[src/rtl/ch0re_pkg.sv]
// rtl/ch0re_pkg.sv - shared types and constants for the ch0re fetch path
package ch0re_pkg;

  localparam logic [31:0] RV_NOP = 32'h00000013;

  typedef struct packed {
    logic [31:0] instr;
    logic [63:0] pc;
    logic        misaligned;
  } fetch_entry_t;

  localparam int FETCH_ENTRY_W = $bits(fetch_entry_t);

endpackage

[src/rtl/ch0re_fifo_sync.sv]
// rtl/ch0re_fifo_sync.sv - synchronous FIFO with flush; push and pop may coincide when full
module ch0re_fifo_sync #(
  parameter int WIDTH = 8,
  parameter int DEPTH = 2,
  localparam int AW = $clog2(DEPTH)
) (
  input  logic             clk,
  input  logic             rst_n,
  input  logic             flush,
  input  logic             push,
  input  logic [WIDTH-1:0] wdata,
  input  logic             pop,
  output logic [WIDTH-1:0] rdata,
  output logic             empty,
  output logic [AW:0]      count
);

  logic [WIDTH-1:0] mem [DEPTH];
  logic [AW-1:0]    wr_ptr;
  logic [AW-1:0]    rd_ptr;
  logic             full;
  logic             push_ok;
  logic             pop_ok;

  assign empty   = (count == '0);
  assign full    = (count == DEPTH[AW:0]);
  // A pop frees the head slot this cycle, so a full FIFO can still accept a push.
  assign push_ok = push && (!full || pop);
  assign pop_ok  = pop && !empty;
  assign rdata   = mem[rd_ptr];

  always_ff @(posedge clk) begin
    if (push_ok && !flush) begin
      mem[wr_ptr] <= wdata;
    end
  end

  always_ff @(posedge clk or negedge rst_n) begin
    if (!rst_n) begin
      wr_ptr <= '0;
      rd_ptr <= '0;
      count  <= '0;
    end else if (flush) begin
      wr_ptr <= '0;
      rd_ptr <= '0;
      count  <= '0;
    end else begin
      if (push_ok) begin
        wr_ptr <= wr_ptr + 1'b1;
      end
      if (pop_ok) begin
        rd_ptr <= rd_ptr + 1'b1;
      end
      case ({push_ok, pop_ok})
        2'b10:   count <= count + 1'b1;
        2'b01:   count <= count - 1'b1;
        default: count <= count;
      endcase
    end
  end

endmodule

[src/rtl/ch0re_ifetch.sv]
// rtl/ch0re_ifetch.sv - instruction fetch: PC sequencing, imem requests, decode-side buffer
module ch0re_ifetch
  import ch0re_pkg::*;
#(
  parameter int          IMEM_DEPTH      = 2048,
  parameter int          IMEM_ADDR_WIDTH = $clog2(IMEM_DEPTH),
  parameter logic [63:0] RESET_PC        = 64'h0,
  parameter int          FIFO_DEPTH      = 2
) (
  input  logic                       clk,
  input  logic                       rst_n,
  input  logic                       i_redirect,
  input  logic [63:0]                i_redirect_pc,
  output logic                       o_imem_req,
  output logic [IMEM_ADDR_WIDTH-1:0] o_imem_addr,
  input  logic [31:0]                i_imem_rdata,
  output logic                       o_valid,
  input  logic                       i_ready,
  output logic [31:0]                o_instr,
  output logic [63:0]                o_pc,
  output logic                       o_misaligned
);

  localparam int CW = $clog2(FIFO_DEPTH) + 1;
  localparam logic [CW:0] FIFO_DEPTH_W = FIFO_DEPTH[CW:0];

  logic [63:0]  fetch_pc;
  logic [63:0]  inflight_pc;
  logic         inflight;
  logic         halt;
  logic [CW-1:0] fifo_count;
  logic         fifo_empty;
  logic [CW:0]  outstanding;
  logic         pop;
  logic         slot_free;
  logic         pc_misaligned;
  logic         can_issue;
  logic         imem_req;
  logic         mis_push;
  logic         push;
  fetch_entry_t push_entry;
  fetch_entry_t head_entry;

  assign pop           = !fifo_empty && i_ready;
  assign outstanding   = {1'b0, fifo_count} + {{CW{1'b0}}, inflight} - {{CW{1'b0}}, pop};
  assign slot_free     = outstanding < FIFO_DEPTH_W;
  assign pc_misaligned = (fetch_pc[1:0] != 2'b00);

  // Gating with rst_n keeps the request low for the whole reset window.
  assign can_issue = rst_n && !halt && !i_redirect && slot_free;
  assign imem_req  = can_issue && !pc_misaligned;
  assign mis_push  = can_issue && pc_misaligned && !inflight;
  assign push      = !i_redirect && (inflight || mis_push);

  always_comb begin
    push_entry = '0;
    if (inflight) begin
      push_entry.instr = i_imem_rdata;
      push_entry.pc    = inflight_pc;
    end else begin
      push_entry.instr      = RV_NOP;
      push_entry.pc         = fetch_pc;
      push_entry.misaligned = 1'b1;
    end
  end

  always_ff @(posedge clk or negedge rst_n) begin
    if (!rst_n) begin
      fetch_pc    <= RESET_PC;
      inflight_pc <= '0;
      inflight    <= 1'b0;
      halt        <= 1'b0;
    end else if (i_redirect) begin
      fetch_pc <= i_redirect_pc;
      inflight <= 1'b0;
      halt     <= 1'b0;
    end else begin
      inflight <= imem_req;
      if (imem_req) begin
        fetch_pc    <= fetch_pc + 64'd4;
        inflight_pc <= fetch_pc;
      end
      if (mis_push) begin
        halt <= 1'b1;
      end
    end
  end

  ch0re_fifo_sync #(
    .WIDTH (FETCH_ENTRY_W),
    .DEPTH (FIFO_DEPTH)
  ) u_fifo (
    .clk   (clk),
    .rst_n (rst_n),
    .flush (i_redirect),
    .push  (push),
    .wdata (push_entry),
    .pop   (pop),
    .rdata (head_entry),
    .empty (fifo_empty),
    .count (fifo_count)
  );

  assign o_imem_req   = imem_req;
  assign o_imem_addr  = fetch_pc[IMEM_ADDR_WIDTH+1:2];
  assign o_valid      = !fifo_empty;
  assign o_instr      = o_valid ? head_entry.instr : 32'h0;
  assign o_pc         = o_valid ? head_entry.pc : 64'h0;
  assign o_misaligned = o_valid && head_entry.misaligned;

endmodule

[config.mk]
export PLATFORM = sky130hd
export DESIGN_NAME = ch0re_ifetch
export DESIGN_NICKNAME = d
export VERILOG_FILES = /design/src/rtl/ch0re_pkg.sv /design/src/rtl/ch0re_fifo_sync.sv /design/src/rtl/ch0re_ifetch.sv
export SDC_FILE = /design/constraint.sdc
export NUM_CORES = 1
export LEC_CHECK = 0
export ABC_CLOCK_PERIOD_IN_PS = 7880
export CELL_PAD_IN_SITES_DETAIL_PLACEMENT = 1
export CELL_PAD_IN_SITES_GLOBAL_PLACEMENT = 1
export CORE_ASPECT_RATIO = 1.4
export CORE_MARGIN = 2
export CORE_UTILIZATION = 41
export CTS_BUF_LIST = sky130_fd_sc_hd__clkbuf_4
export DETAILED_ROUTE_END_ITERATION = 8
export HOLD_SLACK_MARGIN = 0.1
export PLACE_DENSITY_LB_ADDON = 0.1
export SYNTH_ARGS = -nofsm -noshare
export SYNTH_HDL_FRONTEND = slang
export SYNTH_SLANG_ARGS = --single-unit
[constraint.sdc]
create_clock -name clk -period 7.88 [get_ports clk]
set_input_delay 1.576 -clock clk [delete_from_list [all_inputs] [get_ports clk]]
set_output_delay 1.576 -clock clk [all_outputs]
set_load 0.03 [all_outputs]
Yosys cells after proc, flatten, opt, wreduce, memory -nomap -nowiden. Memory sizes are Yosys's and may differ from the RTL's. Cells that the tools add are included.

Add/subtract/negate cells: 7. Mux-type cells: 17. Equal/unequal tests: 3. Magnitude comparators: 1. Reductions and logical operators: 28. Bitwise logic cells: 1.

Operator list (number): 64-bit two-way mux (3); 96-bit two-way mux (1); 64-bit by 3-bit adder with 64-bit output (second input constant) (1); 32-bit two-way mux (1); 1-bit logical AND (12); 1-bit two-way mux (10); 2-bit nonzero test (5); 1-bit zero test (6); 2-bit equality test (second input constant) (2); 2-bit one-hot mux with 2 select lines (1); 2-bit by 1-bit adder with 3-bit output (1); 3-bit by 2-bit less-than comparator with 1-bit output (second input constant) (1); 3-bit nonzero test (1); 3-bit by 1-bit subtractor with 3-bit output (1); 1-bit adder (second input constant) (2); 2-bit by 1-bit adder with 2-bit output (second input constant) (1); 2-bit by 1-bit equality test with 1-bit output (second input constant) (1); 2-bit zero test (1); 1-bit logical OR (2); 2-bit two-way mux (1); 2-bit AND reduction (1); 2-bit by 1-bit subtractor with 2-bit output (second input constant) (1); 1-bit NOT (1).

Memory bits (writable): 194. Memories kept: 1. Register bits: 134. Input bits: 100.

Memory list: u_fifo.mem (words 2, bits a word 97, rd ports 1, clocked after memory_dff 0, write ports 1, RTL line ch0re_fifo_sync.sv:18) `logic [WIDTH-1:0] mem [DEPTH];`.

Depth between registers and ports, before layout.
Word-level depth: 14. Gate-level depth with buffers: 15. Gate-level depth less buffers: 12.

Modules after synthesis. From an unflattened synthesis, not the netlist that was laid out.

Cell total of the unflattened synthesis: 1315. Area total of the unflattened synthesis: 15466.1 sq um.

By module, submodules not included: ch0re_ifetch (instances 1, area each 8161.6 sq um, cells each 988); ch0re_fifo_sync (instances 1, area each 7304.5 sq um, cells each 327).

Worst setup path after synthesis. OpenSTA, ideal clock, no wires.

Kind: in2reg. From: in i_ready. To: mem u_fifo.mem[0][0] (netlist name) (enable). Path slack: -104 ps. Cell stages on the path: 9. Path buffers: 0. Data arrival time: 7431 ps. Required time: 7326 ps. Cell sequence: and2_1 ha_1 nand2b_1 fa_1 and4bb_2 nand3_1 a21oi_1 nand2_1 nor2_1.

Longest elaborated chain between the ends: 12.

RTL lines: start: declaration (RTL line ch0re_ifetch.sv:18) `input logic i_ready,`; 1-bit logical AND * (RTL line ch0re_ifetch.sv:44) `assign pop = !fifo_empty && i_ready;`; 3-bit by 1-bit subtractor with 3-bit output (RTL line ch0re_ifetch.sv:45) `assign outstanding = {1'b0, fifo_count} + {{CW{1'b0}}, inflight} - {{CW{1'b0}}, pop};`; 3-bit by 2-bit less-than comparator with 1-bit output (RTL line ch0re_ifetch.sv:46) `assign slot_free = outstanding < FIFO_DEPTH_W;`; 1-bit logical AND (RTL line ch0re_ifetch.sv:50) `assign can_issue = rst_n && !halt && !i_redirect && slot_free;`; 1-bit logical AND (2 in a row) (RTL line ch0re_ifetch.sv:52) `assign mis_push = can_issue && pc_misaligned && !inflight;`; 1-bit logical OR (RTL line ch0re_ifetch.sv:53) `assign push = !i_redirect && (inflight || mis_push);`; 1-bit logical AND (RTL line ch0re_ifetch.sv:53); 1-bit logical AND * (RTL line ch0re_fifo_sync.sv:28) `assign push_ok = push && (!full || pop);`; 1-bit logical AND * (RTL line ch0re_fifo_sync.sv:33) `if (push_ok && !flush) begin`; 1-bit two-way mux * (RTL line ch0re_fifo_sync.sv:33); 1-bit two-way mux (implied by the code) * (RTL line ch0re_fifo_sync.sv:34) `mem[wr_ptr] <= wdata;`; end: declaration (RTL line ch0re_fifo_sync.sv:18).

Mark *: on every way between the ends. The rest lies on a longest branch, timed or not.

Worst setup path in the final report.
From: reg u_fifo.count[1]. To: out o_imem_req.

Longest elaborated chain between the ends: 7.

RTL lines: start: declaration (RTL line ch0re_fifo_sync.sv:15) `output logic [AW:0] count`; start signal: assignment (RTL line ch0re_fifo_sync.sv:55) `2'b10: count <= count + 1'b1;`; start signal: assignment (RTL line ch0re_fifo_sync.sv:56) `2'b01: count <= count - 1'b1;`; start signal: assignment (RTL line ch0re_fifo_sync.sv:57) `default: count <= count;`; parallel branches: the longest is 3 deep, another holds 2-bit by 1-bit adder with 3-bit output; 3-bit by 1-bit subtractor with 3-bit output * (RTL line ch0re_ifetch.sv:45); 3-bit by 2-bit less-than comparator with 1-bit output * (RTL line ch0re_ifetch.sv:46); 1-bit logical AND * (RTL line ch0re_ifetch.sv:50); 1-bit logical AND * (RTL line ch0re_ifetch.sv:51) `assign imem_req = can_issue && !pc_misaligned;`; end: declaration (RTL line ch0re_ifetch.sv:14) `output logic o_imem_req,`.

Every way passes the cells marked *.

==> results.sh <==
export IMPL_drc=0
export IMPL_final_cells=2085
export IMPL_syn_num_nets=1432
export IMPL_min_period_over_period=0.770
export IMPL_synthXorXnorAreaFrac=0.00625
export IMPL_slew_headroom=0.342
export IMPL_power_uw=4230
export IMPL_die_area_sq_um=38700
export IMPL_yosys_warnings=0
export IMPL_cts_sinks=328
export IMPL_synth_area_mux_share=0.112
export IMPL_place_ws_ns=1.89
export IMPL_synth_top_family_by_area="simple AND/OR/NAND/NOR gates"
export IMPL_cellPowerDensity_nw_per_um2=225
export IMPL_outcome="finished clean"
export IMPL_p_leak_uw=0.00703
export IMPL_vias_per_cell=5.40
export IMPL_synth_edff_count=194
export IMPL_synth_compound_area_frac=0.0656
export IMPL_post_cts_setup_buffers=0
export IMPL_cpMaxStageDelayCell="nor2_4"
export IMPL_cap_violations=0
export IMPL_grt_pass1_wl_mm=66.6
export IMPL_clk_latency_ns=0.76
export IMPL_cp_max_fo=35
export IMPL_synthTopCellsByCount="nand2_1, edfxtp_1, dfrtp_1, nor2_1, mux2i_1"
export IMPL_worst_path_stages=10
export IMPL_setup_viol=0
export IMPL_chipWidth_um=167
export IMPL_placedCellCount=1933
export IMPL_avgSynthCellArea_sq_um=11.4
export IMPL_irDropWorstVdd_mv=0.105
export IMPL_synth_adder_area_share=0.00296
export IMPL_clock_root_buffer="clkbuf_4"
export IMPL_dr_first_iter_drc_count=571
export IMPL_coreArea_sq_um=36700
export IMPL_h_tree_depth=3
export IMPL_initial_utilization=0.415
export IMPL_async_flop_share=0.409
export IMPL_cts_resized_gates=0
export IMPL_drtPass1Iterations=7
export IMPL_synth_seq_area_share=0.604
export IMPL_worst_pin_slew_ns=0.987
export IMPL_globalRouteOverflowTotal=0
export IMPL_hpwl_mm=27.1
export IMPL_path_buf_inv=3
export IMPL_end_kind="primary output"
export IMPL_crit_family="simple AND/OR/NAND/NOR gates"
export IMPL_drv_slew=0
export IMPL_r2r_start="u_fifo.count[1]$_DFFE_PN0P_"
export IMPL_gp_congestion=0.782
export IMPL_worst_ep_arrival_time_ns=4.49
export IMPL_crit_end="o_imem_req"
export IMPL_grt_pass1_vias=12000
export IMPL_vias=11300
export IMPL_setup_slack_ns=1.81
export IMPL_port_buffers=209
export IMPL_drive_gt1_frac=0.156
export IMPL_fin_skew_ns=0.0417
export IMPL_synth_ff_type="edfxtp_1"
export IMPL_holdPathStages=2
export IMPL_rrSetupSlack_ns=2.85
export IMPL_yosysUniqueCellTypes=64
export IMPL_clock_tree_buffer_depth=3
export IMPL_routedWlPerCell_um=20.1
export IMPL_ys_seq_elements=328
export IMPL_die_h_um=232
export IMPL_critical_path_class="register to primary output"
export IMPL_synthCells=1329
export IMPL_path_cells="nor2_4 > inv_1 > and2_1 > ha_1 > nand2b_1 > fa_1 > and4bb_2 > nand3_4 > inv_2 > clkdlybuf4s50_1"
export IMPL_yosys_area_share_simple=0.177
export IMPL_synth_area_sq_um=15200
export IMPL_grt_max_degree=77
export IMPL_numCtsBuffers=82
export IMPL_row_count=83
export IMPL_hold_violations=0
export IMPL_synth_area_leaders="edfxtp_1, dfrtp_1, mux2i_1, nand2_1, mux2_2"
export IMPL_cts_hold_buf=0
export IMPL_cts_tree="done"
export IMPL_drt_total_wl_mm=42.0
export IMPL_cpPeakStageDelay_ns=0.69
export IMPL_ant_nets=0
export IMPL_critPathLaunch="u_fifo.count[1]$_DFFE_PN0P_"
export IMPL_io_pins=210
export IMPL_grtUsageTotal=0.220
export IMPL_fmax_mhz=165
export IMPL_crit_path_start_kind="register"
export IMPL_final_min_clock_period_ns=6.07
export IMPL_rsz0062_at_grt="no"
export IMPL_synth_most_common_cell="nand2_1"
export IMPL_yosys_area_top_type="edfxtp_1"
export IMPL_synth_top_area_frac=0.383
export IMPL_clk_pin_slew_ns=0.07
export IMPL_antenna_found_initial=2
export IMPL_r2r_cells=14
export IMPL_area_growth_pct=23.3
export IMPL_nNetsFinal=1653
export IMPL_worstReg2RegEnd="fetch_pc[63]$_DFFE_PN0N_"
export IMPL_required_ns=6.30
export IMPL_hp_class="register to register"
## per-layer routing
| layer | share of wire | GRT usage | vias up |
|---|---|---|---|
| li1 | - | - | 5277 |
| met2 | 0.52 | 0.391 | 285 |
| met3 | 0.040 | 0.0375 | 72 |
| met4 | 0.025 | 0.0795 | 0 |
| met5 | 0 | 0 | - |
| met1 | 0.42 | 0.269 | 5635 |
## metrics by stage
| step | instance area, sq um | utilization | setup TNS, ns | hold slack [ns] |
|---|---|---|---|---|
| floorplan | 15200 | - | -20.27 | 0.440 |
| global placement | 17700 | 0.482 | 0 | 0.452 |
| detailed placement | 17700 | 0.482 | 0 | 0.457 |
| CTS | 18700 | 0.511 | 0 | 0.475 |
| global route | 18700 | 0.511 | 0 | 0.488 |
| finish | 18700 | 0.511 | 0 | 0.471 |
## tightest hold or removal path, delay by kind of cell (launching register included)
kind / cells / cell delay (ns)
DFF: 1 / 0.34
and+or+nand+nor: 2 / 0.10
## cells in the final DEF, fill, tap and decap left out, types with 4 or more instances in the layout
cell and count:
a21o_1 5, a21oi_1 16, a221o_1 5, a22oi_1 8, a31oi_1 8, and2_1 40
and3_1 11, buf_4 22, clkbuf_4 138, clkdlybuf4s50_1 207, clkinv_1 8, dfrtp_1 132
diode_2 4, edfxtp_1 194, inv_1 17, mux2_2 60, mux2i_1 103, nand2_1 249
nand2b_1 8, nand3_1 37, nand4_1 40, nor2_1 119, nor3_1 9, nor3_2 4
nor4_1 5, o211ai_1 14, o21ai_0 46, o21bai_1 7, o311ai_0 16, or2_2 4
or3_1 7, or4_1 10, xor2_1 7
## report_power, final
| part | switching [uW] | internal, uW |
|---|---|---|
| clock network | 691 | 784 |
| registers | 146 | 2020 |
| logic | 335 | 249 |
## how the worst min path moves through the flow
| stage | startpoint | to |
|---|---|---|
| floorplan | inflight_pc[62]$_DFFE_PN0P_ | inflight_pc[62]$_DFFE_PN0P_ |
| global placement | inflight_pc[20]$_DFFE_PN0P_ | inflight_pc[20]$_DFFE_PN0P_ |
| detailed placement | inflight_pc[32]$_DFFE_PN0P_ | inflight_pc[32]$_DFFE_PN0P_ |
| CTS | inflight_pc[37]$_DFFE_PN0P_ | inflight_pc[37]$_DFFE_PN0P_ |
| global route | inflight_pc[33]$_DFFE_PN0P_ | inflight_pc[33]$_DFFE_PN0P_ |
| finish | inflight_pc[32]$_DFFE_PN0P_ | inflight_pc[32]$_DFFE_PN0P_ |
## kinds of logic (layout without fill, tap and decap cells)
group / Yosys count / count (layout)
AND/OR/NAND/NOR: 566 / 566
flip-flops: 328 / 328
multiplexers: 163 / 163
AO/OA/AOI/OAI: 147 / 147
buffers and inverters: 112 / 397
XOR/XNOR: 10 / 10
adder cells (fa/ha/maj): 3 / 3
other: 0 / 4
## flip-flops by register name, summed over array words and instances (netlist names)
register       count
u_fifo.wr_ptr      1
halt               1
u_fifo.mem       194
u_fifo.count       2
u_fifo.rd_ptr      1
inflight           1
inflight_pc       64
fetch_pc          64
## area by class of cell
class	count	area (sq um)
diodes	4	10.0
clock buffers	138	1040
clock inverters	10	37.5
fillers	3997	17900
inverters	18	67.6
multi-input cells	889	5570
flip-flops and latches	328	9190
well taps	467	584
repair buffers	231	2250
No activity file was read; power rests on OpenSTA's default activity.
